### src/rtl/xor_parity_stream_pkg.sv
//==============================================================================
// Module : xor_parity_stream_pkg
// Brief  : Shared types and helpers for the streaming per-lane parity block.
// Rev    : 1.0 - initial release
//==============================================================================
`default_nettype none

package xor_parity_stream_pkg;

    typedef enum logic [1:0] {
        ST_IDLE  = 2'd0,
        ST_ACCUM = 2'd1,
        ST_HOLD  = 2'd2
    } state_t;

    localparam logic c_MODE_EVEN = 1'b0;
    localparam logic c_MODE_ODD  = 1'b1;

    function automatic int calc_lanes(input int data_w, input int lane_w);
        return data_w / lane_w;
    endfunction

endpackage

`default_nettype wire

### src/rtl/xor_parity_stream_lane_xor_reduce.sv
//==============================================================================
// Module : lane_xor_reduce
// Brief  : Combinational per-lane XOR reduction of a DATA_W word.
// Rev    : 1.0 - initial release
//==============================================================================
`default_nettype none

module lane_xor_reduce
    import xor_parity_stream_pkg::*;
#(
    parameter int DATA_W = 32,
    parameter int LANE_W = 8,
    parameter int LANES  = calc_lanes(DATA_W, LANE_W)
) (
    input  logic [DATA_W-1:0] i_data,
    output logic [LANES-1:0]  o_par
);

    for (genvar gi = 0; gi < LANES; gi++) begin : g_lane
        assign o_par[gi] = ^i_data[gi*LANE_W +: LANE_W];
    end

endmodule

`default_nettype wire

### src/rtl/xor_parity_stream.sv
//==============================================================================
// Module : xor_parity_stream
// Brief  : Frame-level per-lane parity generator/checker on a valid/ready stream.
// Rev    : 1.0 - initial release
//==============================================================================
`default_nettype none

module xor_parity_stream
    import xor_parity_stream_pkg::*;
#(
    parameter int DATA_W = 32,
    parameter int LANE_W = 8,
    parameter int CNT_W  = 8,
    parameter int LANES  = calc_lanes(DATA_W, LANE_W)
) (
    input  logic              clk,
    input  logic              rst_n,
    input  logic              in_valid,
    output logic              in_ready,
    input  logic [DATA_W-1:0] in_data,
    input  logic              in_last,
    input  logic [LANES-1:0]  in_exp_par,
    input  logic              mode_odd,
    output logic              out_valid,
    input  logic              out_ready,
    output logic [LANES-1:0]  out_parity,
    output logic              out_err,
    output logic [CNT_W-1:0]  out_beats,
    output logic              out_sat
);

    localparam logic [CNT_W-1:0] c_CNT_MAX = {CNT_W{1'b1}};
    localparam logic [CNT_W-1:0] c_CNT_ONE = {{(CNT_W-1){1'b0}}, 1'b1};

    state_t             r_state;
    logic [LANES-1:0]   r_acc;
    logic [CNT_W-1:0]   r_cnt;
    logic               r_mode;
    logic [LANES-1:0]   r_exp;
    logic               r_in_ready;
    logic               r_out_valid;
    logic [LANES-1:0]   r_out_parity;
    logic               r_out_err;
    logic [CNT_W-1:0]   r_out_beats;
    logic               r_out_sat;

    logic [LANES-1:0]   w_lane_par;
    logic               w_beat;
    logic               w_first;
    logic [LANES-1:0]   w_acc_next;
    logic [CNT_W-1:0]   w_cnt_next;
    logic               w_mode_eff;
    logic [LANES-1:0]   w_par_final;
    logic               w_err_final;

    lane_xor_reduce #(
        .DATA_W (DATA_W),
        .LANE_W (LANE_W),
        .LANES  (LANES)
    ) u_reduce (
        .i_data (in_data),
        .o_par  (w_lane_par)
    );

    assign w_beat     = in_valid && r_in_ready;
    assign w_first    = (r_state == ST_IDLE);
    assign w_acc_next = w_first ? w_lane_par : (r_acc ^ w_lane_par);
    assign w_cnt_next = w_first ? c_CNT_ONE
                      : ((r_cnt == c_CNT_MAX) ? r_cnt : r_cnt + c_CNT_ONE);
    // Mode is taken live on the first beat, from the latch thereafter.
    assign w_mode_eff  = w_first ? mode_odd : r_mode;
    assign w_par_final = w_acc_next ^ {LANES{w_mode_eff}};
    assign w_err_final = |(w_par_final ^ in_exp_par);

    always_ff @(posedge clk or negedge rst_n) begin
        if (!rst_n) begin
            r_state      <= ST_IDLE;
            r_acc        <= '0;
            r_cnt        <= '0;
            r_mode       <= c_MODE_EVEN;
            r_exp        <= '0;
            r_in_ready   <= 1'b0;
            r_out_valid  <= 1'b0;
            r_out_parity <= '0;
            r_out_err    <= 1'b0;
            r_out_beats  <= '0;
            r_out_sat    <= 1'b0;
        end else begin
            case (r_state)
                ST_IDLE, ST_ACCUM: begin
                    r_in_ready <= 1'b1;
                    if (w_beat) begin
                        r_acc <= w_acc_next;
                        r_cnt <= w_cnt_next;
                        if (w_first) begin
                            r_mode <= mode_odd;
                        end
                        if (in_last) begin
                            r_exp        <= in_exp_par;
                            r_state      <= ST_HOLD;
                            r_in_ready   <= 1'b0;
                            r_out_valid  <= 1'b1;
                            r_out_parity <= w_par_final;
                            r_out_err    <= w_err_final;
                            r_out_beats  <= w_cnt_next;
                            r_out_sat    <= (w_cnt_next == c_CNT_MAX);
                        end else begin
                            r_state <= ST_ACCUM;
                        end
                    end
                end
                ST_HOLD: begin
                    r_in_ready <= 1'b0;
                    if (out_ready) begin
                        r_state      <= ST_IDLE;
                        r_in_ready   <= 1'b1;
                        r_acc        <= '0;
                        r_cnt        <= '0;
                        r_out_valid  <= 1'b0;
                        r_out_parity <= '0;
                        r_out_err    <= 1'b0;
                        r_out_beats  <= '0;
                        r_out_sat    <= 1'b0;
                    end
                end
                default: begin
                    r_state    <= ST_IDLE;
                    r_in_ready <= 1'b1;
                end
            endcase
        end
    end

    assign in_ready   = r_in_ready;
    assign out_valid  = r_out_valid;
    assign out_parity = r_out_parity;
    assign out_err    = r_out_err;
    assign out_beats  = r_out_beats;
    assign out_sat    = r_out_sat;

endmodule

`default_nettype wire

### config.mk
export PLATFORM = sky130hd
export DESIGN_NAME = xor_parity_stream
export DESIGN_NICKNAME = d
export VERILOG_FILES = /design/src/rtl/xor_parity_stream_pkg.sv /design/src/rtl/xor_parity_stream_lane_xor_reduce.sv /design/src/rtl/xor_parity_stream.sv
export SDC_FILE = /design/constraint.sdc
export NUM_CORES = 1
export LEC_CHECK = 0
export CORE_MARGIN = 2
export CORE_UTILIZATION = 49
export CTS_BUF_LIST = sky130_fd_sc_hd__clkbuf_4
export DETAILED_ROUTE_END_ITERATION = 16
export GPL_TIMING_DRIVEN = 0
export PLACE_DENSITY = 0.84
export SLEW_MARGIN = 10
export SYNTH_ARGS = -nofsm -noshare
export SYNTH_HDL_FRONTEND = slang
export SYNTH_SLANG_ARGS = --single-unit
### constraint.sdc
create_clock -name clk -period 2.52 [get_ports clk]
set_clock_uncertainty 0.2 [all_clocks]
set_input_delay 0.378 -clock clk [delete_from_list [all_inputs] [get_ports clk]]
set_output_delay 0.378 -clock clk [all_outputs]
set_load 0.01 [all_outputs]
==> metrics.md <==
| Metric | Value |
|---|---|
| Status | finished, final reports clean |
| Crit path arrival time | 2.26 ns |
| CP endpoint kind | register |
| H-tree levels | 2 |
| Routability Congestion | 0.8678 |
| Via Count | 1,782 |
| Critical path's most frequent cell | nand2_1 |
| FF-to-FF path depth | 6 |
| Worst-Skew Late Latency | 0.34 ns |
| Max_slew headroom | 0.5431 |
| Antenna violations before repair | 0 |
| Crit path buf inv count | 3 |
| Tmin final | 2.266 ns |
| Core area | 3943 µm² |
| Max incr delay on CP | 0.49 ns |
| Synth warn | 0 |
| Die Area | 4547 µm² |
| Area contributors post-synth | dfrtp_1 (39%), xnor2_1 (13%), xor2_1 (5.8%), o21ai_0 (5.6%), nand2_1 (5.1%) |
| CTS Buf Count | 5 |
| Max FO, Critical Path | 10 |
| Maximum clock insertion buffer count | 2 |
| Final Cycle Share | 0.8991 |
| Mean post-synth cell area | 9.258 µm² |
| IO Port Bufs | 57 |
| CTS Sinks | 31 |
| CP Launch Type | primary input |
| Worst Tran Pin Value | 0.6853 ns |
| Clk root buf | clkbuf_4 |
| Remaining DRCs | 0 |
| Vias per cell | 5.416 |
| Clock slew seen by the registers of the worst setup and hold paths | 0.09 ns |
| Final Hold Fails | 0 |
| RSZ-0062 raised after global routing | false |
| Final WL | 4478 µm |
| Post-synth top area share | 0.3934 |
| Largest net degree at the start of global routing | 32 |
| Sequential area share after synthesis | 0.3934 |
| Finished Layout Cells | 329 |
| P per Cell Area | 830.4 nW/µm² |
| Vias in the first global route | 1,665 |
| Die Y-Extent | 67.44 µm |
| Maximum vdd ir drop | 0.4056 mV |
| Leakage | 1.086 nW |
| Row count | 23 |
| Cell taking the most area after synthesis | dfrtp_1 |
| Util after Layout | 0.6826 |
| Area occupied by multi-input gates | 1166 µm² |
| Critical path depth in cells | 9 |
| Flops & latches, synth | 31 |
| Max_cap viols | 0 |
| Layout cells sized above 1 | 0.06452 |
| Crit-path slowest cell | clkdlybuf4s50_1 |
| Worst path top cell family by delay | simple AND/OR/NAND/NOR gates |
| Die width | 67.44 µm |
| Fmax | 441.4 MHz |
| Hold path depth | 2 |
| Slew Viols, Final | 0 |
| Mapped cell area | 1972 µm² |
| First-pass GRT wire length | 7431 µm |
| Reg area | 775.7 µm² |
| Final nets | 321 |
| Worst Hold Class | register to register |
| Fill cells | 310 |
| Worst EP required | 2.52 ns |
| Area Growth Syn to Fin | 36.48% |
| Drt wl/cell | 13.61 µm |
| Number of top-level pins | 58 |
| Starting Density | 0.5002 |
| GRT Total Usage | 0.2166 |
| DP HPWL | 3505 µm |
| Final setup fails | 0 |
| Syn Inst Count | 213 |
| Dpl cells | 320 |
| Total gr overflow | 0 |
| DR iter-0 viols | 140 |
| Router iterations before antenna repair | 4 |
| Post-DRT Antenna Nets | 0 |
| CP cell instances | clkdlybuf4s50_1 -> nand2_1 -> nor2_4 -> nand2_1 -> and2_1 -> clkbuf_1 -> buf_2 -> nand2_1 -> o21ai_0 |
| Worst Setup Path Type | primary input to register |
| Syn_nets | 256 |
| Post-synth cell types | 39 |
| N_diodes | 0 |
| CTS tree | yes |
stage by stage:
step           cell area [µm²]  hold slack, ns  worst slack [ns]  power (mW)  setup TNS (ns)
2_1_floorplan             1972         -0.1176            0.5980       1.477               0
3_3_place_gp              2605          0.2611           -0.1387       1.823          -1.335
3_5_place_dp              2600          0.2585           -0.2038       1.859          -1.800
4_1_cts                   2686          0.2903            0.1418       2.240               0
5_1_grt                   2691          0.3166           0.04088       2.397               0
6_report                  2691          0.2855            0.2544       2.235               0
power by group:
group	leakage (nW)	internal [mW]	switching [mW]	total, mW
Clock	0.0426	0.204	0.173	0.377
Combinational	0.647	0.555	0.535	1.09
Sequential	0.397	0.642	0.125	0.767
Total	1.09	1.40	0.833	2.23
placed cells by master (no fill, tap or decap), types with 2 or more instances in the layout:
master           count
clkbuf_4             5
nor4_1               2
and4_1               5
a32o_1               2
nand3_1              8
clkbuf_1             7
nor2_1              12
dfrtp_1             31
xnor2_1             30
nand2b_1             2
nor3_1               4
xor3_2               2
o21ai_2              2
clkdlybuf4s50_1     56
a21oi_1             16
nand3b_1             2
and2_1               2
and3_1               3
o21ai_0             22
buf_2                2
o31a_1               2
nand2_1             27
xor2_1              13
logic make-up after synthesis:
logic type	synth area share
compound gates	0.1529
xor+xnor	0.2246
fa+ha+maj	0.006344
buf+inv	0.01776
flops	0.3934
mux	0.01079
simple gates	0.1942
what timing repair did:
action	in CTS	in global routing
resized for setup	0	1
buffers inserted	0	0
setup endpoints to repair	0	10
hold endpoints to repair	31	0
hold buffers	1	0
worst reg2reg max path, cell delays in order (launching register included):
cell and delay (ns):
dfrtp_1 0.46, nor2_1 0.40, o21ai_0 0.22, xor3_2 0.27, xnor2_1 0.13, nor4_1 0.31, o21ai_1 0.10
metal layers:
metal  up-vias  part of all wire  routed length (µm)  global-route usage
met4         0            0.0065                  29             0.04592
li1        878                 -                   -                   -
met5         -                 0                   0                   0
met2        67              0.49                2215              0.3601
met1       833              0.42                1901              0.2889
met3         4             0.074                 331             0.05000
path summary, 6_finish.rpt:
path,slack (ns),to,start
max reg2reg,0.31,out_err$_DFFE_PN0P_,r_state[1]$_DFFE_PN0P_
min in group asynchronous,0.42,out_beats[6]$_DFFE_PN0P_,rst_n
min reg2reg,0.29,out_parity[2]$_DFFE_PN0P_,out_parity[2]$_DFFE_PN0P_
max,0.25,out_parity[3]$_DFFE_PN0P_,in_valid
max in group asynchronous,1.24,out_parity[2]$_DFFE_PN0P_,rst_n
min,0.29,out_parity[2]$_DFFE_PN0P_,out_parity[2]$_DFFE_PN0P_
cells in the mapped netlist:
library cell  count
a21oi_1          16
a22o_1            1
a311oi_1          1
a32o_1            2
a32oi_1           1
and2_1            2
and3_1            3
and4_1            5
buf_2             1
clkbuf_1          7
dfrtp_1          31
ha_1              1
inv_1             1
mux2_2            1
mux2i_1           1
nand2_1          27
nand2b_1          2
nand3_1           8
nand3b_1          2
nand4_1           1
nand4_4           1
nor2_1           12
nor2_2            1
nor2b_1           1
nor3_1            4
nor4_1            2
o2111ai_1         1
o211ai_1          1
o21ai_0          22
o21ai_1           1
o21ai_2           2
o22a_1            1
o31a_1            2
or3_4             1
or4b_1            1
xnor2_1          30
xnor2_2           1
xor2_1           13
xor3_2            2
area by class of cell:
cell class,instances,share of cell area
multi-input combinational,173,0.4333
sequential,31,0.2882
timing repair buffer,58,0.2139
tap,50,0.02325
clock inverter,3,0.01441
clock buffer,5,0.01395
buffer,8,0.01162
inverter,1,0.001395
registers in the layout, summed over array words and instances, names as in the netlist:
signal and count:
in_ready 1, out_err 1, r_acc 4, out_sat 1, out_valid 1, r_cnt 8
r_state 2, r_mode 1, out_parity 4, out_beats 8
Note: power is estimated with default switching activity, not from simulation.
